$ cat src/rtl/multicycle_control.sv
// Multi-cycle RV32I control sequencer: shares one ALU and one memory port across
// fetch, execute and data access by stepping the control bundle through an FSM.

package multicycle_control_pkg;

   typedef enum logic [1:0] {
      ALUOP_ADD    = 2'd0,
      ALUOP_FUNCT  = 2'd1,
      ALUOP_BRANCH = 2'd2
   } aluop_t;

   localparam logic [6:0] OPC_RTYPE   = 7'b0110011;
   localparam logic [6:0] OPC_ITYPE   = 7'b0010011;
   localparam logic [6:0] OPC_ITYPE_L = 7'b0000011;
   localparam logic [6:0] OPC_STYPE   = 7'b0100011;
   localparam logic [6:0] OPC_BTYPE   = 7'b1100011;
   localparam logic [6:0] OPC_JTYPE   = 7'b1101111;
   localparam logic [6:0] OPC_ITYPE_J = 7'b1100111;
   localparam logic [6:0] OPC_LUI     = 7'b0110111;
   localparam logic [6:0] OPC_AUIPC   = 7'b0010111;

   localparam logic [1:0] CTL_PCSEL_PCPLUS4   = 2'd0;
   localparam logic [1:0] CTL_PCSEL_PCPLUSIMM = 2'd1;
   localparam logic [1:0] CTL_PCSEL_RPLUSIMM  = 2'd2;

   localparam logic [2:0] CTL_WB_ALU = 3'd0;
   localparam logic [2:0] CTL_WB_MEM = 3'd1;
   localparam logic [2:0] CTL_WB_PC4 = 3'd2;
   localparam logic [2:0] CTL_WB_IMM = 3'd3;

endpackage

module multicycle_control
   import multicycle_control_pkg::*;
#(
   parameter int unsigned TIMEOUT_CYCLES = 255
) (
   input  logic       clk,
   input  logic       rst,
   input  logic [6:0] inst_opc,
   input  logic       take_branch,
   input  logic       mem_ready,
   output logic       CTL_PcWrite,
   output logic       CTL_IrWrite,
   output logic       CTL_IorD,
   output logic       CTL_RegWrite,
   output aluop_t     CTL_AluOp,
   output logic       CTL_AluSrc,
   output logic [1:0] CTL_PcSel,
   output logic       CTL_MemRead,
   output logic       CTL_MemWrite,
   output logic [2:0] CTL_MemToReg,
   output logic [2:0] state_o,
   output logic       trap_o
);

   localparam int unsigned CNT_W = 8;
   localparam logic [CNT_W-1:0] CNT_MAX = '1;
   localparam logic [CNT_W-1:0] CNT_LIMIT = CNT_W'(TIMEOUT_CYCLES);

   typedef enum logic [2:0] {
      S_FETCH  = 3'd0,
      S_DECODE = 3'd1,
      S_EXEC   = 3'd2,
      S_MEM    = 3'd3,
      S_WB     = 3'd4,
      S_TRAP   = 3'd5
   } state_t;

   state_t            state_q, state_d;
   logic [CNT_W-1:0]  wait_q, wait_d;

   logic       pc_write, ir_write, ior_d, reg_write, alu_src, mem_read, mem_write, trap;
   aluop_t     alu_op;
   logic [1:0] pc_sel;
   logic [2:0] mem_to_reg;

   logic is_rtype, is_itype, is_load, is_store, is_btype, is_jal, is_jalr, is_lui, is_auipc;
   logic is_legal, timeout;

   assign is_rtype = (inst_opc == OPC_RTYPE);
   assign is_itype = (inst_opc == OPC_ITYPE);
   assign is_load  = (inst_opc == OPC_ITYPE_L);
   assign is_store = (inst_opc == OPC_STYPE);
   assign is_btype = (inst_opc == OPC_BTYPE);
   assign is_jal   = (inst_opc == OPC_JTYPE);
   assign is_jalr  = (inst_opc == OPC_ITYPE_J);
   assign is_lui   = (inst_opc == OPC_LUI);
   assign is_auipc = (inst_opc == OPC_AUIPC);
   assign is_legal = is_rtype | is_itype | is_load | is_store | is_btype |
                     is_jal | is_jalr | is_lui | is_auipc;
   assign timeout  = (wait_q == CNT_LIMIT);

   always_ff @(posedge clk) begin
      if (rst) begin
         state_q <= S_FETCH;
         wait_q  <= '0;
      end else begin
         state_q <= state_d;
         wait_q  <= wait_d;
      end
   end

   // Next state and control decode; the IR holds inst_opc stable after FETCH.
   always_comb begin
      state_d    = state_q;
      pc_write   = 1'b0;
      ir_write   = 1'b0;
      ior_d      = 1'b0;
      reg_write  = 1'b0;
      alu_op     = ALUOP_ADD;
      alu_src    = 1'b0;
      pc_sel     = CTL_PCSEL_PCPLUS4;
      mem_read   = 1'b0;
      mem_write  = 1'b0;
      mem_to_reg = CTL_WB_ALU;
      trap       = 1'b0;

      case (state_q)
         S_FETCH: begin
            mem_read = 1'b1;
            if (mem_ready) begin
               ir_write = 1'b1;
               state_d  = S_DECODE;
            end else if (timeout) begin
               state_d  = S_TRAP;
            end
         end
         S_DECODE: state_d = is_legal ? S_EXEC : S_TRAP;
         S_EXEC: begin
            if (is_rtype) begin
               alu_op  = ALUOP_FUNCT;
               state_d = S_WB;
            end else if (is_itype) begin
               alu_op  = ALUOP_FUNCT;
               alu_src = 1'b1;
               state_d = S_WB;
            end else if (is_lui || is_auipc) begin
               alu_src = 1'b1;
               state_d = S_WB;
            end else if (is_load || is_store) begin
               alu_src = 1'b1;
               state_d = S_MEM;
            end else if (is_btype) begin
               alu_op   = ALUOP_BRANCH;
               pc_write = 1'b1;
               pc_sel   = take_branch ? CTL_PCSEL_PCPLUSIMM : CTL_PCSEL_PCPLUS4;
               state_d  = S_FETCH;
            end else if (is_jal || is_jalr) begin
               reg_write  = 1'b1;
               mem_to_reg = CTL_WB_PC4;
               pc_write   = 1'b1;
               pc_sel     = is_jal ? CTL_PCSEL_PCPLUSIMM : CTL_PCSEL_RPLUSIMM;
               state_d    = S_FETCH;
            end else begin
               state_d = S_TRAP;
            end
         end
         S_MEM: begin
            ior_d     = 1'b1;
            mem_read  = is_load;
            mem_write = ~is_load;
            if (mem_ready) begin
               if (is_load) begin
                  state_d = S_WB;
               end else begin
                  pc_write = 1'b1;
                  state_d  = S_FETCH;
               end
            end else if (timeout) begin
               state_d = S_TRAP;
            end
         end
         S_WB: begin
            reg_write = 1'b1;
            pc_write  = 1'b1;
            if (is_load) begin
               mem_to_reg = CTL_WB_MEM;
            end else if (is_lui) begin
               mem_to_reg = CTL_WB_IMM;
            end
            state_d = S_FETCH;
         end
         S_TRAP:  trap = 1'b1;
         default: state_d = S_FETCH;
      endcase
   end

   // Wait counter: restarts on every transition, counts unanswered request cycles.
   always_comb begin
      wait_d = wait_q;
      if (state_d != state_q) begin
         wait_d = '0;
      end else if ((state_q == S_FETCH || state_q == S_MEM) && !mem_ready && wait_q != CNT_MAX) begin
         wait_d = wait_q + CNT_W'(1);
      end
   end

   assign CTL_PcWrite  = pc_write  & ~rst;
   assign CTL_IrWrite  = ir_write  & ~rst;
   assign CTL_IorD     = ior_d     & ~rst;
   assign CTL_RegWrite = reg_write & ~rst;
   assign CTL_AluOp    = rst ? ALUOP_ADD : alu_op;
   assign CTL_AluSrc   = alu_src   & ~rst;
   assign CTL_PcSel    = rst ? CTL_PCSEL_PCPLUS4 : pc_sel;
   assign CTL_MemRead  = mem_read  & ~rst;
   assign CTL_MemWrite = mem_write & ~rst;
   assign CTL_MemToReg = rst ? CTL_WB_ALU : mem_to_reg;
   assign trap_o       = trap      & ~rst;
   assign state_o      = rst ? 3'd0 : 3'(state_q);

endmodule

$ cat config.mk
export PLATFORM = sky130hd
export DESIGN_NAME = multicycle_control
export DESIGN_NICKNAME = d
export VERILOG_FILES = /design/src/rtl/multicycle_control.sv
export SDC_FILE = /design/constraint.sdc
export NUM_CORES = 1
export LEC_CHECK = 0
export CAP_MARGIN = 30
export CORE_MARGIN = 2
export CORE_UTILIZATION = 45
export CTS_CLUSTER_DIAMETER = 150
export DETAILED_ROUTE_END_ITERATION = 8
export GPL_TIMING_DRIVEN = 0
export PLACE_DENSITY = 0.79
export REMOVE_ABC_BUFFERS = 1
export SKIP_CTS_REPAIR_TIMING = 1
export SLEW_MARGIN = 20
export SYNTH_ARGS = -nofsm -noshare
export SYNTH_HDL_FRONTEND = slang
export SYNTH_SLANG_ARGS = --single-unit
$ cat constraint.sdc
create_clock -name clk -period 4.6 [get_ports clk]
set_input_delay 1.15 -clock clk [delete_from_list [all_inputs] [get_ports clk]]
set_output_delay 1.15 -clock clk [all_outputs]
set_load 0.03 [all_outputs]
==> reports/metrics.yaml <==
status:
  status: "completed"
clock_network:
  clk_pin_slew_ps: 60
  clk_path_buf_depth: 2
  clk_latency_ps: 260
  cts_made_buffers: 3
  cts_tree: "done"
  cts_max_level: 1
  clock-sinks: 11
  clockRootBuffer: "clkbuf_4"
critical_path:
  cp-startpoint: "inst_opc[5]"
  rrSetupSlack_ps: 2800
  endpoint_kind: "output pin"
  r2r_end: "wait_q[5]"
  path_max_fanout: 7
  crit_arrival_ps: 3300
  critPathKind: "in -> out"
  critPathLaunchType: "input port"
  worstRegToRegCells: 6
  timing.rr.start: "state_q[1]"
  critPathRequiredTime_ps: 3450
final_layout:
  multi_input_area_um2: 721
  final_cells: 190
  n_antenna_cell: 0
  final_core_util_pct: 60.5
  layout_commonest_cell: "clkdlybuf4s50_1"
  area_delta_synth_final_pct: 30.4
  register_area_um2: 220
  n_fill_cell: 190
  final_cell_mix: "clkdlybuf4s50_1, nor2_1, nor3_1, nand2_1, dfxtp_1"
  final_layout_size_suffix_gt1_share_pct: 9.26
  final_nets: 175
  design_area_mm2: 0.00130
placement:
  gp_congestion: 0.850
  dpl.hpwl_mm: 1.84
  pre_cts_ws_ps: -47.7
  io_buffers: 27
  place_area_mm2: 0.00126
  dp.cells: 186
timing:
  worst-slew-pin-transition_ps: 553
  relSlewSlack_pct: 63.1
  period_minus_slack_ps: 4450
  fin_setup_tns_ps: 0
  finalHoldViolCount: 0
  worst_slack_ps: 154
  setup_violations: 0
  max_freq_mhz: 225
  slew_violations: 0
  rsz0062_at_grt: "no"
  period_share_pct: 96.6
  clock_skew_ps: 0.362
synth:
  dominantRegCellSynth: "dfxtp_1"
  netlist_instances: 139
  post_synth_instance_area_um2: 996
  ys_warn_count: 0
  synth-edff-count: 0
  ys_seq_area_share_pct: 22.1
  ys_ff_latch: 11
  synth_area_per_cell_um2: 7.17
  synth.distinct_cells: 47
  synth-async-reset-ratio_pct: 0
hold_path:
  hold_path.class: "reg -> reg"
  hold_depth: 2
  min-delay-start: "wait_q[7]"
  min_to: "wait_q[7]"
floorplanning:
  io_pins: 29
  die_y_um: 51.0
  fp.coreArea_mm2: 0.00215
  die_w_um: 51.0
  row_count: 17
  initial_core_util_pct: 46.4
  die_area_mm2: 0.00261
drt:
  via_per_inst: 5.68
  via_count: 1079
  drt-initial-drc-count: 29
  first_pass_iters: 4
  wl_per_cell_um: 12.4
  wl_mm: 2.35
  ant_nets: 0
  remaining_drc_errors: 0
grt:
  grt_pass1_wl_mm: 4.08
  grt_pass1_vias: 993
  grt-ovfl-total: 0
  grt_max_degree: 18
  antenna_found_initial: 0
  gr-usage-all-layers_pct: 19.5
power:
  power_density_mw_per_mm2: 195
  power_leakage_nw: 0.472
  ir_worst_vdd_mv: 0.204
run:
  drv_cap: 0
## layout make-up
class / instances / area share (%)
multi-input combinational: 115 / 55.5
timing repair buffer: 27 / 21.4
sequential: 11 / 17.0
tap: 28 / 2.70
clock buffer: 4 / 2.02
inverter: 5 / 1.45
## synth_stat cells (2+ instances only)
library cell  number  share of area, %
o21ai_2            2               1.8
nand3_1            5               2.5
mux2i_1            2               2.0
nand4_1            3               1.9
nor4_1             2               1.3
a211oi_1           2               1.5
o21ai_0            3               1.5
nand2b_1           4               2.5
dfxtp_1           11                22
a21oi_2            2               1.8
and4b_1            2               2.0
and2_1             2               1.3
nor4_2             2               2.5
nor2_1            17               6.4
xor2_1             4               3.5
clkbuf_1           3               1.1
xnor2_1            4               3.5
buf_2              3               1.5
nor3_1            15               7.5
nand2_1           14               5.3
o21ba_2            2               2.0
inv_1              4               1.5
a21oi_1            7               3.5
## registers in the layout, summed over array words and instances, names as in the netlist
signal	flops
state_q	3
wait_q	8
## kinds of logic after synthesis
family,synth area share [%]
AND/OR/NAND/NOR,41.6
AO/OA/AOI/OAI,19.2
buffers and inverters,6.41
flip-flops,22.1
XOR/XNOR,7.03
multiplexers,2.01
adder cells (fa/ha/maj),1.26
other,0.377
## worst max-delay path by stage
stage | to | cells after the start
floorplan | CTL_PcWrite | 4
global placement | CTL_PcWrite | 6
detailed placement | CTL_PcWrite | 6
CTS | CTL_PcWrite | 6
global route | CTL_PcSel[0] | 6
finish | CTL_PcSel[1] | 6
## metal layers
layer	track usage, %	vias to the layer above	part of all wire, %
met4	6.31	0	1.7
met3	2.34	6	4.8
met1	25.8	502	44
met2	32.7	32	50
li1	-	539	-
met5	0	-	0
## critical path: stages
cell and delay, ps:
clkdlybuf4s50_1 650, nand3b_1 170, nor4_1 300, nand3_1 180, nor3_1 150, clkdlybuf4s50_1 690
## power breakdown
part | switching [mW] | total, mW | internal (mW)
Clock | 0.0294 | 0.0629 | 0.0335
Combinational | 0.0489 | 0.0835 | 0.0346
Sequential | 0.00853 | 0.107 | 0.0985
Total | 0.0869 | 0.253 | 0.167
## stage by stage
stage | total power, mW | hold slack, ps
floorplan | 0.159 | 513
global placement | 0.190 | 530
detailed placement | 0.192 | 538
CTS | 0.256 | 561
global route | 0.270 | 584
finish | 0.253 | 552
(Power assumes the default switching activity.)
